==> src/rtl/ram_loader_pkg.sv <==
// ram_loader shared types: FSM states and error codes.
// Imported by the loader top.
package ram_loader_pkg;

  typedef enum logic [3:0] {
    IDLE,
    HDR_ADDR,
    HDR_CNT,
    FETCH,
    WRITE,
    WAIT_RESP,
    CHECK,
    DONE,
    ERROR
  } state_t;

  localparam int ERR_W = 2;

  typedef enum logic [ERR_W-1:0] {
    ERR_NONE  = 2'd0,
    ERR_ADDR  = 2'd1,
    ERR_LEN   = 2'd2,
    ERR_CKSUM = 2'd3
  } err_t;

  function automatic logic is_rd_state(input state_t s);
    return s inside {IDLE, HDR_ADDR, HDR_CNT, FETCH, CHECK};
  endfunction

endpackage

==> src/rtl/ram_loader_cksum.sv <==
// Running modulo-2^DATA_W sum of the image data words.
// Clear has priority over add.
module ram_loader_cksum #(
  parameter int DATA_W = 32
) (
  input  logic              clk_sys_i,
  input  logic              rst_sys_ni,
  input  logic              clear,
  input  logic              add_en,
  input  logic [DATA_W-1:0] data,
  output logic [DATA_W-1:0] sum
);

  always_ff @(posedge clk_sys_i or negedge rst_sys_ni) begin
    if (!rst_sys_ni) begin
      sum <= '0;
    end else if (clear) begin
      sum <= '0;
    end else if (add_en) begin
      sum <= sum + data;
    end
  end

endmodule

==> src/rtl/ram_loader.sv <==
// Boot image loader: streams a header + data image from an RX FIFO
// into memory, verifies the checksum and releases the core reset.
module ram_loader
  import ram_loader_pkg::*;
#(
  parameter int ADDR_W    = 32,
  parameter int DATA_W    = 32,
  parameter int MAX_WORDS = 16384,
  parameter bit CKSUM_EN  = 1'b1
) (
  input  logic                clk_sys_i,
  input  logic                rst_sys_ni,
  input  logic                restart_i,
  input  logic                fifo_empty_i,
  output logic                fifo_rd_o,
  input  logic                fifo_rvalid_i,
  input  logic [DATA_W-1:0]   fifo_data_i,
  output logic                mem_req_o,
  input  logic                mem_gnt_i,
  output logic                mem_we_o,
  output logic [ADDR_W-1:0]   mem_addr_o,
  output logic [DATA_W-1:0]   mem_wdata_o,
  output logic [DATA_W/8-1:0] mem_be_o,
  input  logic                mem_rvalid_i,
  output logic                core_rst_no,
  output logic                done_o,
  output logic                err_o,
  output logic [1:0]          err_code_o,
  output logic [ADDR_W-1:0]   words_o
);

  localparam int BYTES = DATA_W / 8;
  localparam int BSH   = $clog2(BYTES);
  localparam int CW    = $clog2(MAX_WORDS + 1);
  localparam int EW    = ADDR_W + DATA_W + 1;

  state_t          state;
  logic            rd_pend;
  logic [CW-1:0]   left_q;
  logic [DATA_W-1:0] sum;

  logic            rd_ok;
  logic            take;
  logic            ck_add;
  logic            len_bad;
  logic            span_bad;
  logic            mis_al;
  logic [EW-1:0]   end_addr;

  // One read in flight at most; the reply clears the pending flag.
  assign rd_ok = is_rd_state(state) & ~fifo_empty_i & ~rd_pend;
  assign take  = rd_pend & fifo_rvalid_i;

  assign ck_add = (state == FETCH) & take;

  assign mis_al  = fifo_data_i[BSH-1:0] != '0;
  assign len_bad = fifo_data_i > DATA_W'(MAX_WORDS);

  // Wide enough that base + N*BYTES never wraps.
  assign end_addr = EW'(mem_addr_o)
                  + (EW'(fifo_data_i) << BSH);
  assign span_bad = end_addr > (EW'(1) << ADDR_W);

  ram_loader_cksum #(
    .DATA_W (DATA_W)
  ) u_cksum (
    .clk_sys_i  (clk_sys_i),
    .rst_sys_ni (rst_sys_ni),
    .clear      (restart_i),
    .add_en     (ck_add),
    .data       (fifo_data_i),
    .sum        (sum)
  );

  always_ff @(posedge clk_sys_i or negedge rst_sys_ni) begin
    if (!rst_sys_ni) begin
      state       <= IDLE;
      rd_pend     <= 1'b0;
      left_q      <= '0;
      fifo_rd_o   <= 1'b0;
      mem_req_o   <= 1'b0;
      mem_we_o    <= 1'b0;
      mem_addr_o  <= '0;
      mem_wdata_o <= '0;
      mem_be_o    <= '0;
      core_rst_no <= 1'b0;
      done_o      <= 1'b0;
      err_o       <= 1'b0;
      err_code_o  <= ERR_NONE;
      words_o     <= '0;
    end else if (restart_i) begin
      state       <= IDLE;
      rd_pend     <= 1'b0;
      left_q      <= '0;
      fifo_rd_o   <= 1'b0;
      mem_req_o   <= 1'b0;
      mem_we_o    <= 1'b0;
      mem_be_o    <= '0;
      core_rst_no <= 1'b0;
      done_o      <= 1'b0;
      err_o       <= 1'b0;
      err_code_o  <= ERR_NONE;
      words_o     <= '0;
    end else begin
      fifo_rd_o <= rd_ok;
      if (rd_ok) begin
        rd_pend <= 1'b1;
      end else if (take) begin
        rd_pend <= 1'b0;
      end

      unique case (state)
        IDLE: begin
          if (rd_ok) state <= HDR_ADDR;
        end

        HDR_ADDR: begin
          if (take) begin
            mem_addr_o <= ADDR_W'(fifo_data_i);
            if (mis_al) begin
              state      <= ERROR;
              err_o      <= 1'b1;
              err_code_o <= ERR_ADDR;
            end else begin
              state <= HDR_CNT;
            end
          end
        end

        HDR_CNT: begin
          if (take) begin
            if (len_bad) begin
              state      <= ERROR;
              err_o      <= 1'b1;
              err_code_o <= ERR_LEN;
            end else if (span_bad) begin
              state      <= ERROR;
              err_o      <= 1'b1;
              err_code_o <= ERR_ADDR;
            end else if (fifo_data_i == '0) begin
              if (CKSUM_EN) begin
                state <= CHECK;
              end else begin
                state       <= DONE;
                done_o      <= 1'b1;
                core_rst_no <= 1'b1;
              end
            end else begin
              left_q <= CW'(fifo_data_i);
              state  <= FETCH;
            end
          end
        end

        FETCH: begin
          if (take) begin
            mem_wdata_o <= fifo_data_i;
            mem_req_o   <= 1'b1;
            mem_we_o    <= 1'b1;
            mem_be_o    <= '1;
            state       <= WRITE;
          end
        end

        WRITE: begin
          if (mem_gnt_i) begin
            mem_req_o <= 1'b0;
            mem_we_o  <= 1'b0;
            mem_be_o  <= '0;
            state     <= WAIT_RESP;
          end
        end

        WAIT_RESP: begin
          if (mem_rvalid_i) begin
            mem_addr_o <= mem_addr_o + ADDR_W'(BYTES);
            words_o    <= words_o + ADDR_W'(1);
            left_q     <= left_q - CW'(1);
            if (left_q != CW'(1)) begin
              state <= FETCH;
            end else if (CKSUM_EN) begin
              state <= CHECK;
            end else begin
              state       <= DONE;
              done_o      <= 1'b1;
              core_rst_no <= 1'b1;
            end
          end
        end

        CHECK: begin
          if (take) begin
            if (fifo_data_i == sum) begin
              state       <= DONE;
              done_o      <= 1'b1;
              core_rst_no <= 1'b1;
            end else begin
              state      <= ERROR;
              err_o      <= 1'b1;
              err_code_o <= ERR_CKSUM;
            end
          end
        end

        DONE: begin
          state <= DONE;
        end

        ERROR: begin
          state <= ERROR;
        end

        default: begin
          state <= IDLE;
        end
      endcase
    end
  end

endmodule

==> config.mk <==
export PLATFORM = sky130hd
export DESIGN_NAME = ram_loader
export DESIGN_NICKNAME = d
export VERILOG_FILES = /design/src/rtl/ram_loader_pkg.sv /design/src/rtl/ram_loader_cksum.sv /design/src/rtl/ram_loader.sv
export SDC_FILE = /design/constraint.sdc
export NUM_CORES = 1
export LEC_CHECK = 0
export CAP_MARGIN = 5
export CORE_ASPECT_RATIO = 0.8
export CORE_MARGIN = 2
export CORE_UTILIZATION = 50
export DETAILED_ROUTE_END_ITERATION = 16
export PLACE_DENSITY = 0.72
export SYNTH_ARGS = -nofsm -noshare
export SYNTH_HDL_FRONTEND = slang
export SYNTH_HIERARCHICAL = 1
export SYNTH_SLANG_ARGS = --single-unit
==> constraint.sdc <==
create_clock -name clk_sys_i -period 7.1 [get_ports clk_sys_i]
set_clock_uncertainty 0.2 [all_clocks]
set_input_delay 1.065 -clock clk_sys_i [delete_from_list [all_inputs] [get_ports clk_sys_i]]
set_output_delay 1.065 -clock clk_sys_i [all_outputs]
set_load 0.03 [all_outputs]
==> impl_metrics.ini <==
[timing]
hold_violations = 0
rsz0062_at_grt = false
slew_viol_final = 0
fin_tns_setup_ns = 0
fmax_mhz = 190
postLayoutSetupSlackWorst_ns = 1.85
finalCriticalPeriod_ns = 5.25
finalSetupViolCount = 0
worst-slew-pin-transition_ns = 0.972
relSlewSlack_pct = 35.0
period_share_pct = 73.9

[final_layout]
antenna_cells = 0
flow.area_growth_from_synthesis_pct = 19.6
post_route_cells_drive_above_1_share_pct = 7.43
finish.net_count = 1614
most-common-layout-cells = 154 x dfrtp_1, 149 x nor2_1, 144 x clkdlybuf4s50_1, 136 x a21oi_1, 116 x nand2_1
final_design_area_no_fill_mm2 = 0.0139
layout.cells.most_common = dfrtp_1

[setup_path]
reg2reg_setup_slack_ns = 2.61
worst_path_largest_cell_delay_ns = 0.55
crit_type = in -> reg
worstPathCellList = clkdlybuf4s50_1 > buf_4 > ha_1 > fa_1 > a211oi_1 > o21ai_1 > xor2_1 > nor4_1 > nand4_1 > nor4_1 > nand4_1 > o41ai_2 > o21ai_2 > or2_2 > a21oi_1
worstSetupEndpointType = register
worstSetupStartpointType = input pin
maximum_fanout_encountered_on_the_critical_timing_path = 25
worstPathRequired_ns = 7.25
slowest_stage = o41ai_2
worstPathArrival_ns = 5.40

[placed_design]
dp.final_hpwl_um = 26900
place_congestion = 1.01
dpl_cell_area_mm2 = 0.0133
portBuffers = 146
pre_cts_slack_ns = 1.48

[synth]
async_reset_ff_share_pct = 100
synth_edf_count = 0
synth_compound_area_share_pct = 23.2
synth_largest_type_area_fraction_pct = 33.2
postSynthNetCount = 1498
ys.warnings.count = 6
synth_top_family_by_area = compound AO/OA/AOI/OAI gates
dominantRegCellSynth = dfrtp_1
syn-cell-area_mm2 = 0.0116
synth_sequential_area_ratio_pct = 33.2
synth.ff_latch_count = 154
netlist.top_cell.by_area = dfrtp_1
synthSimpleGateAreaFrac_pct = 20.7
synth.area.top_cells = dfrtp_1 33%, ha_1 7.0%, a21oi_1 5.9%
postSynthAreaPerCell_um2 = 8.35
synth.distinct_cells = 80
post_synth_xor_area_fraction_pct = 6.63
yosys-mux-area-fraction_pct = 5.43
count_of_mapped_cells_out_of_synthesis = 1392
synth_fa_ha_area_share_pct = 7.34

[clocking]
cts_setup_buffers = 0
ctsRootBufferMaster = clkbuf_16
clock_sink_count = 154
number_of_buffers_created_by_cts = 17
cts_repair_resize_count = 0
cts_hold_buf = 0
htreeDepth = 4
ctsLongestPathBuffers = 2
clk_latency_ns = 0.44
clk_transition_reported_paths_ns = 0.06
tritoncts = done

[pwr]
power.share.clock_pct = 24.5
combinationalPowerShare_pct = 44.2
power_switching_share_pct = 43.6
seq_power_share_pct = 31.3
power.density_cell_area_mw_per_mm2 = 266
netSwitchingPower_mw = 1.61
worst_voltage_drop_across_the_vdd_grid_v = 0.000159
finalPower_mw = 3.69
leakage_nw = 5.92
internal_power_mw = 2.08

[detailed_routing]
routed_wl_um = 37200
vias_per_cell = 6.34
dr.first_iter.drc_count = 1521
drt_pass1_iterations = 5
detailed_route_via_count = 11600
drc = 0
postRouteAntennaNets = 0
detail_route.wl_per_cell_um = 20.4

[grt]
overall_overflow_remaining_after_global_route = 0
grt_pass1_vias = 10600
grt_antenna_before_repair = 0
grt_first_pass_wirelength_um = 58800
grt_start_max_net_pins = 85
global_route.usage.total_pct = 30.1

[floorplanning]
fp.dieArea_mm2 = 0.0245
die_height_um = 140
chipWidth_um = 174
core_area_mm2 = 0.0226
initial_core_util_pct = 51.4
boundaryPins = 147
rows = 49

[hold_path]
worstHoldPathType = reg -> reg

[outcome]
status = finished, final reports clean

[run]
maxCapViolations = 0
kinds of logic (layout without fill, tap and decap cells):
kind of cell	count (synthesis)	count (layout)
AOI/OAI and AO/OA	425	425
xor gates and xnor gates	88	88
adders and majority gates	67	67
buffers and inverters	97	226
DFF	154	154
muxes	58	58
and+or+nand+nor	503	503
final timing paths:
| check | startpoint | cells after the start | endpoint |
|---|---|---|---|
| setup / recovery | fifo_data_i[0] | 15 | left_q[5] |
| hold / removal | mem_wdata_o[10] | 1 | mem_wdata_o[10] |
| max in group asynchronous | rst_sys_ni | 2 | u_cksum/sum[27] |
| hold reg to reg | mem_wdata_o[10] | 1 | mem_wdata_o[10] |
| min in group asynchronous | rst_sys_ni | 1 | words_o[24] |
| setup reg to reg | mem_addr_o[2] | 13 | left_q[5] |
critical path, delay by kind of cell:
family,cells,cell delay (ns)
AO/OA/AOI/OAI,5,1.57
AND/OR/NAND/NOR,5,1.29
adder cells (fa/ha/maj),2,0.68
buffers and inverters,2,0.60
XOR/XNOR,1,0.18
through the flow:
step / util [%] / std cells / hold WS (ns)
after floorplan: - / 1392 / 0.274
after global placement: 58.9 / 1795 / 0.288
after detailed placement: 58.9 / 1795 / 0.294
after CTS: 61.4 / 1827 / 0.309
after global routing: 61.4 / 1827 / 0.314
final: 61.4 / 1827 / 0.305
synthesized netlist by cell type (4+ instances only):
cell type,instances
a21o_1,33
and2_1,10
o221ai_1,4
clkbuf_1,48
ha_1,65
o31ai_1,11
nor3_1,37
dfrtp_1,154
a22o_1,6
inv_1,26
or3_1,16
a221o_1,6
a211o_1,7
o21a_1,11
buf_2,9
mux2_2,35
or2_2,6
o22ai_1,12
a31oi_1,19
nand2_1,116
or2_0,4
and4_1,5
o21ai_0,93
a211oi_1,13
xor2_1,35
xnor2_1,53
nand4_1,32
buf_1,6
nor2b_1,17
nand2b_1,10
a21oi_1,136
nor4_1,17
o21bai_1,4
a32oi_1,5
o31a_1,5
nand3_1,52
mux2i_1,21
and3_1,19
o21ai_1,6
nand3b_1,4
buf_4,6
o211ai_1,10
nor2_1,150
cell type report:
type / instances / area [µm²]
fillers: 1951 / 8730
multi-input cells: 1141 / 7370
flip-flops and latches: 154 / 3850
repair buffers: 168 / 1620
clock buffers: 20 / 457
well taps: 306 / 383
clock inverters: 12 / 111
inverters: 26 / 97.6
metal layers:
metal	share of wire [%]	vias up	GRT usage, %
li1	-	5350	-
met1	45	5634	44.4
met2	44	526	44.7
met3	9.2	66	5.97
met4	1.9	0	8.36
met5	0	-	0
power by group through the flow:
stage	clock network (mW)	logic (mW)	registers, mW
final	0.904	1.63	1.16
after detailed placement	0	1.58	1.16
after global placement	0	1.58	1.16
after global routing	0.955	1.75	1.17
after CTS	0.912	1.60	1.15
after floorplan	0	0.910	1.29
flip-flops by register name, summed over array words and instances (netlist names):
register / flops
done_o: 1
err_code_o: 2
err_o: 1
fifo_rd_o: 1
left_q: 15
mem_addr_o: 32
mem_be_o: 1
mem_wdata_o: 32
rd_pend: 1
state: 4
u_cksum/sum: 32
words_o: 32
No activity file was read; power rests on OpenSTA's default activity.
